===== src/rtl/fifo_rd_ctrl_pkg.sv =====
// Shared FIFO sizing defaults for the memory and both pointer/flag controllers.
package fifo_rd_ctrl_pkg;

  localparam int unsigned AddrWidthDef     = 4;
  localparam int unsigned DataWidthDef     = 8;
  localparam int unsigned DepthDef         = 1 << AddrWidthDef;
  localparam int unsigned AlmostEmptyThDef = 2;

endpackage


===== src/rtl/fifo_sync2.sv =====
// Two-flop synchronizer for a Gray-coded pointer crossing into this clock domain.
module fifo_sync2 #(
  parameter int unsigned Width = 5
) (
  input  logic             clk_i,
  input  logic             rst_i,
  input  logic [Width-1:0] d_i,
  output logic [Width-1:0] q_o
);

  logic [Width-1:0] meta_q;
  logic [Width-1:0] sync_q;

  always_ff @(posedge clk_i or posedge rst_i) begin
    if (rst_i) begin
      meta_q <= '0;
      sync_q <= '0;
    end else begin
      meta_q <= d_i;
      sync_q <= meta_q;
    end
  end

  assign q_o = sync_q;

endmodule


===== src/rtl/fifo_rd_ctrl.sv =====
// Read-side pointer and flag controller of the async FIFO; flags come from the
// next-state read pointer so the last-entry read raises rd_empty on the same edge.
module fifo_rd_ctrl
  import fifo_rd_ctrl_pkg::*;
#(
  parameter int unsigned AddrWidth     = AddrWidthDef,
  parameter int unsigned AlmostEmptyTh = AlmostEmptyThDef
) (
  input  logic                 rd_clk_i,
  input  logic                 rd_rst_i,
  input  logic                 rd_en_i,
  input  logic [AddrWidth:0]   wr_ptr_gray_i,
  output logic [AddrWidth-1:0] rd_addr_o,
  output logic [AddrWidth:0]   rd_ptr_gray_o,
  output logic                 rd_empty_o,
  output logic                 rd_almost_empty_o,
  output logic [AddrWidth:0]   rd_count_o,
  output logic                 rd_valid_o
);

  localparam int unsigned PtrW = AddrWidth + 1;
  localparam logic [PtrW-1:0] AeTh = PtrW'(AlmostEmptyTh);

  function automatic logic [PtrW-1:0] bin2gray(input logic [PtrW-1:0] b);
    return b ^ (b >> 1);
  endfunction

  function automatic logic [PtrW-1:0] gray2bin(input logic [PtrW-1:0] g);
    logic [PtrW-1:0] b;
    b[PtrW-1] = g[PtrW-1];
    for (int i = PtrW - 2; i >= 0; i--) begin
      b[i] = b[i+1] ^ g[i];
    end
    return b;
  endfunction

  logic [PtrW-1:0] rd_bin_q, rd_bin_d;
  logic [PtrW-1:0] rd_gray_q, rd_gray_d;
  logic [PtrW-1:0] count_q, count_d;
  logic            empty_q, empty_d;
  logic            aempty_q, aempty_d;
  logic            valid_q;
  logic [PtrW-1:0] wq2_gray;
  logic [PtrW-1:0] wq2_bin;
  logic            rd_fire;

  fifo_sync2 #(
    .Width(PtrW)
  ) u_wptr_sync (
    .clk_i(rd_clk_i),
    .rst_i(rd_rst_i),
    .d_i  (wr_ptr_gray_i),
    .q_o  (wq2_gray)
  );

  // Same gating the memory applies, so a read while empty has no side effects.
  assign rd_fire = rd_en_i && !empty_q;

  always_comb begin
    rd_bin_d  = rd_bin_q + PtrW'(rd_fire);
    rd_gray_d = bin2gray(rd_bin_d);
    wq2_bin   = gray2bin(wq2_gray);
    count_d   = wq2_bin - rd_bin_d;
    empty_d   = (rd_gray_d == wq2_gray);
    aempty_d  = (count_d <= AeTh);
  end

  always_ff @(posedge rd_clk_i or posedge rd_rst_i) begin
    if (rd_rst_i) begin
      rd_bin_q  <= '0;
      rd_gray_q <= '0;
      count_q   <= '0;
      empty_q   <= 1'b1;
      aempty_q  <= 1'b1;
      valid_q   <= 1'b0;
    end else begin
      rd_bin_q  <= rd_bin_d;
      rd_gray_q <= rd_gray_d;
      count_q   <= count_d;
      empty_q   <= empty_d;
      aempty_q  <= aempty_d;
      valid_q   <= rd_fire;
    end
  end

  assign rd_addr_o         = rd_bin_q[AddrWidth-1:0];
  assign rd_ptr_gray_o     = rd_gray_q;
  assign rd_empty_o        = empty_q;
  assign rd_almost_empty_o = aempty_q;
  assign rd_count_o        = count_q;
  assign rd_valid_o        = valid_q;

endmodule

===== config.mk =====
export PLATFORM = sky130hd
export DESIGN_NAME = fifo_rd_ctrl
export DESIGN_NICKNAME = d
export VERILOG_FILES = /design/src/rtl/fifo_rd_ctrl_pkg.sv /design/src/rtl/fifo_sync2.sv /design/src/rtl/fifo_rd_ctrl.sv
export SDC_FILE = /design/constraint.sdc
export NUM_CORES = 1
export LEC_CHECK = 0
export CAP_MARGIN = 30
export CORE_MARGIN = 4
export CORE_UTILIZATION = 52
export DETAILED_ROUTE_END_ITERATION = 8
export GPL_TIMING_DRIVEN = 0
export PLACE_DENSITY = 0.81
export RECOVER_POWER = 100
export REMOVE_ABC_BUFFERS = 1
export SYNTH_ARGS = -nofsm -noshare
export SYNTH_HDL_FRONTEND = slang
export SYNTH_SLANG_ARGS = --single-unit
export TNS_END_PERCENT = 1

===== constraint.sdc =====
create_clock -name rd_clk_i -period 5.2 [get_ports rd_clk_i]
set_input_delay 0.78 -clock rd_clk_i [delete_from_list [all_inputs] [get_ports rd_clk_i]]
set_output_delay 0.78 -clock rd_clk_i [all_outputs]
set_load 0.1 [all_outputs]

* After elaboration in Yosys (flattened, before gate mapping)
Index checks and enable logic that the tools add are counted.
** Word-level totals
- Flip-flop bits (word level) :: 28
- Latch bits :: 0
- RAM bits :: 0
- Memory bits (read-only) :: 0
- Input port bits :: 8
- Word-level logic and storage cells :: 19
- Memories kept :: 0
** Cells by class
- Add/subtract/negate cells :: 2
- Multipliers :: 0
- Div/mod/pow operators :: 0
- Order comparisons :: 1
- Equality and inequality tests :: 1
- Shifts and indexed selects :: 0
- Multiplexer cells :: 0
- Bitwise logic cells :: 5
- Reduce and logical (&&, ||, !) cells :: 2
** Operators by type and width (number)
- $add A5 B1 Y5 :: 1
- $eq A5 B5 Y1 :: 1
- $le A5 B2 Y1 const B :: 1
- $sub A5 B5 Y5 :: 1
- $xor A5 B4 Y5 :: 1
- $xor A1 B1 Y1 :: 4
- $logic_and A1 B1 Y1 :: 1
- $logic_not A1 Y1 :: 1

* Logic depth before layout (Yosys ltp)
Gate-level depths: netlist of run 1.
- Word-level depth :: 6
- Gate-level depth with buffers :: 9

* Hierarchy
A second synthesis of run 1 with hierarchy kept.
** Unflattened totals
- Cells, all modules :: 84
- Area, all modules :: 1164.9 µm²
** By module, submodules not included
- fifo_rd_ctrl :: times used 1, cells each 73, area each 910.9 µm², seq. area each 427.9 µm²
- fifo_sync2 :: times used 1, cells each 11, area each 254.0 µm², seq. area each 250.2 µm²

* Least setup slack after synthesis of run 1
No wires, ideal clock.
- Path kind :: register to register
- Start point :: register rd_bin_q[0]
- End point :: register aempty_q (netlist: rd_almost_empty_o)
- Library setup time :: 0.105 ns
- Arrival time :: 2.775 ns
- Data required time :: 5.095 ns
- Path slack :: 2.320 ns
- Stages on the path, launching flop included :: 9
- Clock period less this slack :: 2.880 ns
- Cells stage by stage :: dfrtp_1 ha_1 nand3_1 xor2_1 ha_1 a21o_1 a31oi_1 xnor2_1 a2111oi_2
** Between the ends
- Word-level cells in the longest chain between the ends :: 3
** Ends and longest elaborated chain
- from (decl) :: line fifo_rd_ctrl.sv:37 : logic [PtrW-1:0] rd_bin_q, rd_bin_d;
- from (signal assigned) :: line fifo_rd_ctrl.sv:77 : rd_bin_q <= rd_bin_d;
- $add A5 B1 Y5 :: line fifo_rd_ctrl.sv:60 : rd_bin_d = rd_bin_q + PtrW'(rd_fire);
- $sub A5 B5 Y5 :: line fifo_rd_ctrl.sv:63 : count_d = wq2_bin - rd_bin_d;
- net count_d[4] :: line fifo_rd_ctrl.sv:39 : logic [PtrW-1:0] count_q, count_d;
- $le A5 B2 Y1 :: line fifo_rd_ctrl.sv:65 : aempty_d = (count_d <= AeTh);
- net aempty_d :: line fifo_rd_ctrl.sv:41 : logic aempty_q, aempty_d;
- to (signal assigned) :: line fifo_rd_ctrl.sv:81 : aempty_q <= aempty_d;
- to (decl) :: line fifo_rd_ctrl.sv:41
The timed path passes the listed nets, and every way through them passes these cells.

* Worst setup path in the final report of run 1
- Start point :: input rd_en_i
- End point :: register aempty_q (netlist: rd_almost_empty_o)
** Between the ends
- Word-level cells in the longest chain between the ends :: 4
** Ends and longest elaborated chain
- from (decl) :: line fifo_rd_ctrl.sv:11 : input logic rd_en_i,
- $logic_and A1 B1 Y1 :: line fifo_rd_ctrl.sv:57 : assign rd_fire = rd_en_i && !empty_q;
- net rd_fire :: line fifo_rd_ctrl.sv:45 : logic rd_fire;
- $add A5 B1 Y5 :: line fifo_rd_ctrl.sv:60
- $sub A5 B5 Y5 :: line fifo_rd_ctrl.sv:63
- net count_d[4] :: line fifo_rd_ctrl.sv:39
- $le A5 B2 Y1 :: line fifo_rd_ctrl.sv:65
- net aempty_d :: line fifo_rd_ctrl.sv:41
The timed path passes the listed nets, and every way through them passes these cells.

==> impl_results.md, run 1 <==
- Status: completed
- WL/cell: 13.3 um
- First-pass GRT wire length: 3.13 mm
- Slowest cell delay on critical path: 520 ps
- Largest cells by area after synthesis: dfrtp_1 (54%), xnor2_1 (9.1%), xor2_1 (7.5%), ha_1 (6.5%), dfstp_2 (4.5%)
- Setup Buffers After CTS: 0
- Clock Sink Count: 27
- Die width: 55.3 um
- Final hold violations: 0
- Top-area cell type share of the netlist area: between 50% and 60%
- Clock Tree Root: clkbuf_4
- DRT iter0 DRCs: 0
- Gr ovfl total: 0
- Area growth syn-to-layout: 24.9%
- Row count: 16
- Avg Cell Area, Syn: 14.0 um^2
- Core ar.: between 0.002 and 0.0025 mm^2
- Worst path slowest cell: dlygate4sd3_1
- Share of cells above drive strength 1: 4.55%
- Hold buffers post-CTS: 0
- CP Launch Type: input pin
- Clk_lat worst skew: 310 ps
- Cts bufs inserted: 3
- Antenna-violating nets left: 0
- Critical path peak fanout: 5
- Most common flop cell mapped by yosys: dfrtp_1
- Longest Clk Path Bufs: 2
- Routability congestion estimate: 0.810
- Initial antenna violation count: 0
- Worst-path clk slew: 130 ps
- Worst setup path class: in2reg
- Ys async rst share: between 90% and 100%
- Synth Register Bits: 27
- Vias: between 600 and 700
- Register area share after synthesis: 58.4%
- Worst setup EP type: flip-flop
- Most used cell, CP: ha_1
- RSZ-0062 raised after global routing: false
- Worst-path cell chain: dlygate4sd3_1, nor2b_1, ha_1, nand3_1, xor2_1, ha_1, a21o_1, a31oi_1, xnor2_1, a2111oi_0
- Yosys top cell by area: dfrtp_1
- Hold depth: 0
- Drt pass-1 iters: 1
- Finish-stage setup viols: 0
- Total track usage: ~13%
- CP Data Arrival Time: 3490 ps
- Actual slew at the worst max-slew pin: 1330 ps
- TNS Setup: 0 ps
- Final Util: between 70% and 80%
- Hold Path Class: reg2reg
- Largest delay share family, worst path: compound AO/OA/AOI/OAI gates
- Vias in the first global route: approximately 700
- Post-Synthesis Cells: 83
- Worst EP required: 5410 ps
- Drt total wl: roughly 1.8 mm
- CTS tree: done
- Synth cell types: 22
- Largest net degree at the start of global routing: 28
- Synth warn: 0
- Final worst-path cycle share: 63.1%
- Final nets: 126
- Buf/Inv on CP: 1
- H-tree lvl count: 1
- EDFF count, synth: 0
- Initial core utilization: 56.9%
- Number of diodes: 0
- I/O pins: 25
- Clk_skew: 1.61 ps
- Number of vias per cell: 4.91
- Post-DP HPWL: 1.37 mm
- PostCTS Resize Cnt: 0
- Max-cap violations: 0
- Die span in y: between 50 and 60 um
- FMAX: 305 MHz
- Worst Reg2Reg Path Length in Cells: 9
- Final Slew Violations: 0
- Critical Path Stages: 10
- Min cycle time layout: approximately 3300 ps
- Relative slew margins: 11.2%
- Die area: 0.00305 mm^2
- Filler Cells Inserted: 161
- Cell Area, Synth: ~0.0012 mm^2
- Post-route DRC: 0
- IO buf count: 24
area by class of cell:
class	count	area, um^2	area share (%)
Clock buffer	4	26.3	1.81
Inverter	7	26.3	1.81
Multi-Input combinational cell	47	442	30.5
Sequential cell	27	678	46.8
Tap cell	27	33.8	2.33
Timing Repair Buffer	25	244	16.8
worst register-to-register path: stages (launching register included):
cell and delay [ps]:
dfrtp_1 460, xor3_1 530, xor2_1 320, xnor2_1 180
ha_1 170, inv_1 60, fa_1 410, a31oi_1 220
xnor2_1 100, a2111oi_0 380
cells by family after synthesis:
| family | Yosys count | share of synthesized area [%] |
|---|---|---|
| fa+ha+maj | 7 | 8.19 |
| buf+inv | 9 | 2.91 |
| xor+xnor | 24 | 20.8 |
| flops | 27 | 58.4 |
| compound gates | 8 | 5.50 |
| simple gates | 8 | 4.20 |
cells in the mapped netlist, types with 2 or more instances:
cell type	count
dfrtp_1	25
xnor2_1	12
xor2_1	10
inv_1	7
ha_1	6
a21o_1	2
a21oi_1	2
clkbuf_1	2
dfstp_2	2
nand3_1	2
nor2b_1	2
routing by layer:
layer  GRT usage (%)  vias to the layer above  share of wire, %
met2            21.1                       19                50
met5               0                        -                 0
met4            6.25                        0               1.6
met3            3.03                        4               5.0
met1            15.9                      323                43
li1                -                      326                 -
state kept, by name, indices dropped and copies added (netlist names):
register,count
rd_almost_empty_o,1
u_wptr_sync.q_o,5
rd_ptr_gray_o,4
rd_valid_o,1
rd_bin_q,5
rd_count_o,5
rd_empty_o,1
u_wptr_sync.meta_q,5
placed cells by master, fill, tap and decap left out, drive strengths merged, types with 5 or more instances in the layout:
cell type,Yosys,final
dfrtp,25,25
dlygate4sd3,0,24
xnor2,12,12
xor2,10,10
inv,7,7
ha,6,6
clkbuf,2,5
final timing paths:
check / start / slack, ps / end
max in group asynchronous: rd_rst_i / 3060 / rd_ptr_gray_o[1]
hold reg to reg: u_wptr_sync.meta_q[4] / 360 / u_wptr_sync.q_o[4]
hold / removal: u_wptr_sync.meta_q[4] / 360 / u_wptr_sync.q_o[4]
setup reg to reg: u_wptr_sync.q_o[4] / 2270 / rd_almost_empty_o
min in group asynchronous: rd_rst_i / 720 / rd_count_o[2]
setup / recovery: rd_en_i / 1920 / rd_almost_empty_o
stage by stage:
stage	cell area (um^2)	instances	hold WS, ps	setup WS [ps]
floorplan	1150	81	331	2270
global placement	1430	132	331	1730
detailed placement	1430	132	335	1700
CTS	1450	136	366	2030
global route	1450	137	372	1800
finish	1450	137	363	1920
Power of run 1 is not shown: default switching activity piles up to over one toggle a cycle in this logic, so the estimate is an artifact.
==> inputs of run 2 (changes only) <==
CORE_UTILIZATION = 49   (was 52)
PLACE_DENSITY = 0.76   (was 0.81)
clock period = 3.08 ns   (was 5.2 ns; I/O delays follow)
==> run 2 against run 1 <==
Die area increased by 5.2%. Via count grew 4.0%. Highest routed layer unchanged. Register-to-register slack got worse by 2000 ps. Utilization down 5.4 points. Cell area up 1.1%.
==> impl_results.md, run 2 (synthesis results as in run 1) <==
- Most used cell, CP: xnor2_1
- Hold Path Class: reg2reg
- Worst-path cell chain: xor3_2, xor2_2, xnor2_1, ha_1, inv_1, fa_1, a31oi_1, xnor2_1, a2111oi_2
- FF/Latch Area: 678 um^2 (unchanged)
- Drt pass-1 iters: 2 (+1)
- Place WS: -102 ps (-1800 ps)
- IO buf count: 24 (unchanged)
- Post-DP HPWL: 1.40 mm (+2.0%)
- Worst setup path class: reg2reg
- Number of diodes: 0 (unchanged)
- Area growth syn-to-layout: 26.3%
- Reg2reg end: rd_almost_empty_o
- H-tree lvl count: 1 (unchanged)
- Initial core utilization: 52.0% (-4.9 points)
- PostCTS Resize Cnt: 0 (unchanged)
- CP Launch Type: flip-flop
- Drt total wl: 1.87 mm (+2.3%)
- Worst R2R Setup Slack: 250 ps (-2020 ps)
- Final Slew Violations: 0 (unchanged)
- Final worst-path cycle share: about 92%
- Hold buffers post-CTS: 0 (unchanged)
- Core ar.: 0.00223 mm^2 (+9.4%)
- Total track usage: 13.0% (+0.13 points)
- Final hold slack: 367 ps (+4.01 ps)
- Worst-path clk slew: 140 ps (about the same)
- Actual slew at the worst max-slew pin: 974 ps (-358 ps)
- Share of cells above drive strength 1: 7.27% (+2.7 points)
- Min cycle time layout: 2830 ps
- Worst Setup SP: u_wptr_sync.q_o[4]
- Number of vias per cell: 5.07 (+3.3%)
- I/O pins: 25 (unchanged)
- Row count: 17 (+1)
- Placed Instances: 133 (+0.76%)
- Antenna-violating nets left: 0 (unchanged)
- RSZ-0062 raised after global routing: false
- Commonest non-fill, non-tap cell in the layout: dfrtp_1
- Routability congestion estimate: 0.764 (-5.7%)
- Largest net degree at the start of global routing: 28 (unchanged)
- Final hold violations: 0 (unchanged)
- Slowest cell delay on critical path: 540 ps (+20 ps)
- CTS tree: done
- Vias: 699 (+4.0%)
- Footprint of the multi-input gates: 457 um^2 (+3.4%)
- Die span in y: 56.7 um (+2.6%)
- Final worst slack: 247 ps (-1670 ps)
- Reg-to-reg startpoint: u_wptr_sync.q_o[4]
- Relative slew margins: 34.9% (+24 points)
- Initial antenna violation count: 0 (unchanged)
- Capture point of the critical path: rd_almost_empty_o
- Longest Clk Path Bufs: 2 (unchanged)
- Clock Tree Root: clkbuf_4
- Critical path peak fanout: 5 (unchanged)
- Cts bufs inserted: 3 (unchanged)
- Worst Reg2Reg Path Length in Cells: 9 (unchanged)
- Worst path slowest cell: xor3_2
- Finish-stage setup viols: 0 (unchanged)
- Post-route DRC: 0 (unchanged)
- Die width: 56.7 um (+2.6%)
- Die area: 0.00321 mm^2 (+5.2%)
- Most frequent cells in the layout: dfrtp_1 (25), clkdlybuf4s50_1 (18), xnor2_1 (12)
- Vias in the first global route: 692 (-2.4%)
- Clk_lat worst skew: 320 ps (about the same)
- FMAX: roughly 350 MHz
- CP Data Arrival Time: 3070 ps (-420 ps)
- WL/cell: 13.5 um (+1.6%)
- Setup Buffers After CTS: 0 (unchanged)
- Clock Sink Count: 27 (unchanged)
- Worst EP required: 3310 ps (-2100 ps)
- First-pass GRT wire length: 3.14 mm (+0.22%)
- Final nets: 126 (unchanged)
- Filler Cells Inserted: 175 (+8.7%)
- DRT iter0 DRCs: 2 (+2)
- Gr ovfl total: 0 (unchanged)
- Clk_skew: 5.42 ps (+3.81 ps)
- Final cell count without fillers: 138 (+0.73%)
- Worst setup EP type: flip-flop
- Status: completed
- Max-cap violations: 0 (unchanged)
[run 2: layout make-up]
class                      instances  share of cell area, %
timing repair buffer              25                   16.6
inverter                           7                   1.79
multi-input combinational         47                   31.1
sequential                        27                   46.2
tap                               28                   2.39
clock buffer                       4                   1.79
[run 2: worst min path at each step]
stage,startpoint,end,cells after the start
finish,u_wptr_sync.meta_q[1],u_wptr_sync.q_o[1],0
global route,u_wptr_sync.meta_q[1],u_wptr_sync.q_o[1],0
CTS,u_wptr_sync.meta_q[3],u_wptr_sync.q_o[3],0
detailed placement,u_wptr_sync.meta_q[2],u_wptr_sync.q_o[2],0
global placement,u_wptr_sync.meta_q[1],u_wptr_sync.q_o[1],0
floorplan,u_wptr_sync.meta_q[0],u_wptr_sync.q_o[0],0
[run 2: metal layers]
layer	GRT usage (%)	vias up	wire length, um
met1	15.1	354	757
met2	21.6	17	961
li1	-	324	-
met5	0	-	0
met3	2.76	4	99
met4	8.14	0	50
[run 2: per-stage QoR]
| stage | setup TNS [ps] | cell area [um^2] | utilization, % |
|---|---|---|---|
| after floorplan | 0 | 1150 | - |
| final | 0 | 1470 | 65.7 |
| after global placement | -92.7 | 1430 | 64.0 |
| after detailed placement | -102 | 1430 | 64.0 |
| after global routing | 0 | 1470 | 65.7 |
| after CTS | 0 | 1460 | 65.2 |
[run 2: worst max-delay path: cells and delay by family, from the launching register on]
kind / cells / cell delay [ps]
adders and majority gates: 2 / 570
buffers and inverters: 1 / 60
AOI/OAI and AO/OA: 2 / 560
xor gates and xnor gates: 4 / 1100
DFF: 1 / 470
Power of run 2 is left out for the same reason.
==> inputs of run 3 (changes only) <==
SYNTH_HIERARCHICAL = 1   (was not set)
==> run 3 against run 2 <==
Clock-buffer cell count unchanged. Synthesized area up 0.32%. Via count down 1.0%. Sequential share of layout area up 0.24 points. Clock skew down 2.5 ps. Setup slack worse by 36 ps. Maximum frequency down 1.2%. Cell area down 0.51%. First-iteration DRC count rose to 5.0 times the previous value. Critical path type unchanged.
==> impl_results.md, run 3 <==
- CP Launch Type: flip-flop
- Vias in the first global route: 647 (-6.5%)
- Most common flop cell mapped by yosys: dfrtp_1
- M2 GR Usage: 21.3% (-0.33 points)
- GR Util met1: 14.1% (-0.95 points)
- RSZ-0062 raised after global routing: false
- Largest cells by area after synthesis: dfrtp_1 (54%), xnor2_1 (9.0%), xor2_1 (7.5%), ha_1 (6.4%), dfstp_2 (4.5%)
- Initial core utilization: 52.2% (+0.17 points)
- Met3 GRT Util: 2.07% (-0.69 points)
- Ys async rst share: 100% (unchanged)
- Register area share after synthesis: 58.2% (-0.19 points)
- Post-Synthesis Cells: 84 (+1.2%)
- WL/cell: 12.8 um (-5.1%)
- I/O pins: 25 (unchanged)
- Max-cap violations: 0 (unchanged)
- Relative slew margins: 33.9% (-0.92 points)
- Initial antenna violation count: 0 (unchanged)
- Final worst slack: 212 ps (-35.5 ps)
- Total track usage: 12.1% (-0.89 points)
- Largest net degree at the start of global routing: 18 (-36%)
- Worst setup path class: reg2reg
- Die span in y: 56.8 um (+0.13%)
- Clk_lat worst skew: 310 ps (about the same)
- Number of diodes: 0 (unchanged)
- Antenna-violating nets left: 0 (unchanged)
- Number of vias per cell: 5.01 (-1.0%)
- Final nets: 126 (unchanged)
- Die width: 56.8 um (+0.13%)
- Post-route DRC: 0 (unchanged)
- Drt total wl: 1.77 mm (-5.1%)
- Clock Tree Root: clkbuf_4
- Die area: 0.00322 mm^2 (+0.26%)
- PostCTS Resize Cnt: 0 (unchanged)
- Row count: 17 (unchanged)
- Status: completed
- Clk_skew: 2.93 ps (-2.49 ps)
- Actual slew at the worst max-slew pin: 988 ps (+13.6 ps)
- Post-synth top cells: dfrtp_1 (25), xnor2_1 (12), xor2_1 (10)
- Gr ovfl total: 0 (unchanged)
- Cell Area, Synth: 0.00116 mm^2 (+0.32%)
- Cts bufs inserted: 3 (unchanged)
- Top-area cell type share of the netlist area: 53.7% (-0.17 points)
- Avg Cell Area, Syn: 13.9 um^2 (-0.87%)
- Final Slew Violations: 0 (unchanged)
- Hold buffers post-CTS: 0 (unchanged)
- Longest Clk Path Bufs: 2 (unchanged)
- Post-DP HPWL: 1.47 mm (+4.8%)
- Vias: 692 (-1.0%)
- Commonest non-fill, non-tap cell in the layout: dfrtp_1
- Most frequent cells in the layout: dfrtp_1 (25), dlygate4sd3_1 (24), xnor2_1 (12)
- CP Data Arrival Time: 3090 ps (+20 ps)
- Most frequent cell after synthesis: dfrtp_1
- EDFF count, synth: 0 (unchanged)
- Clock Sink Count: 27 (unchanged)
- Worst EP required: 3300 ps (about the same)
- CTS tree: done
- Drt pass-1 iters: 5 (+3)
- Yosys top cell by area: dfrtp_1
- Final hold violations: 0 (unchanged)
- Share of cells above drive strength 1: 6.36% (-0.91 points)
- Critical path peak fanout: 5 (unchanged)
- Synth warn: 6 (+6)
- Final worst-path cycle share: 93.1% (+1.2 points)
- Finish-stage setup viols: 0 (unchanged)
- H-tree lvl count: 1 (unchanged)
- Core ar.: 0.00223 mm^2 (unchanged)
- IO buf count: 24 (unchanged)
- Worst-path clk slew: 130 ps (about the same)
- Routability congestion estimate: 0.714 (-6.6%)
- Synth Register Bits: 27 (unchanged)
- TNS Setup: 0 ps (unchanged)
- Setup Buffers After CTS: 0 (unchanged)
- Min cycle time layout: 2870 ps (+35.5 ps)
- Hold Path Class: reg2reg
- First-pass GRT wire length: 2.95 mm (-6.1%)
- Synth cell types: 22 (unchanged)
- FMAX: 349 MHz (-1.2%)
- Area growth syn-to-layout: 25.2%
- Final hold slack: 363 ps (-3.70 ps)
- Worst setup EP type: flip-flop
- DRT iter0 DRCs: 10 (+8)
- GRT busiest layer: met2
- Place WS: -56.4 ps (+45.5 ps)
[run 3: cell count changes after synthesis, sizes merged]
cell  delta
inv      +1
[run 3: critical path: stages, from the launching register on]
cell and delay, ps:
dfrtp_1 460, xor3_2 520, xor2_1 340, xnor2_1 170, ha_1 160, inv_1 60
fa_1 400, a31oi_1 220, xnor2_1 120, a2111oi_2 330
[run 3: logic make-up after synthesis]
| family | after synthesis | share of synthesized area (%) |
|---|---|---|
| adders and majority gates | 7 | 8.16 |
| DFF | 27 | 58.2 |
| and+or+nand+nor | 8 | 4.19 |
| buffers and inverters | 10 | 3.22 |
| xor gates and xnor gates | 24 | 20.7 |
| AOI/OAI and AO/OA | 8 | 5.48 |
[run 3: per-layer routing]
metal | vias to the layer above | part of all wire, %
met4 | 0 | 2.9
met1 | 333 | 39
met2 | 26 | 52
li1 | 325 | -
met5 | - | 0
met3 | 8 | 6.1
[run 3: metrics by stage]
stage | cell area [um^2] | cells | utilization [%]
final | 1460 | 138 | 65.3
after global routing | 1460 | 138 | 65.3
after CTS | 1460 | 138 | 65.3
after detailed placement | 1430 | 134 | 64.1
after global placement | 1430 | 134 | 64.1
after floorplan | 1160 | 82 | -
[run 3: path summary, 6_finish.rpt]
| kind | from | end | slack (ps) | cells past startpoint |
|---|---|---|---|---|
| min in group asynchronous | rd_rst_i | u_wptr_sync/meta_q[1] | 550 | 2 |
| max | u_wptr_sync/q_o[4] | rd_almost_empty_o | 210 | 9 |
| min reg2reg | u_wptr_sync/meta_q[2] | u_wptr_sync/q_o[2] | 360 | 0 |
| max in group asynchronous | rd_rst_i | rd_ptr_gray_o[3] | 2020 | 2 |
| max reg2reg | u_wptr_sync/q_o[4] | rd_almost_empty_o | 210 | 9 |
| min | u_wptr_sync/meta_q[2] | u_wptr_sync/q_o[2] | 360 | 0 |
[run 3: layout make-up]
| type | count | area, um^2 |
|---|---|---|
| sequential | 27 | 678 |
| inverter | 8 | 30.0 |
| clock buffer | 4 | 26.3 |
| timing repair buffer | 24 | 240 |
| fill | 191 | 774 |
| multi-input combinational | 47 | 449 |
| tap | 28 | 35.0 |
Power of run 3 is left out for the same reason.
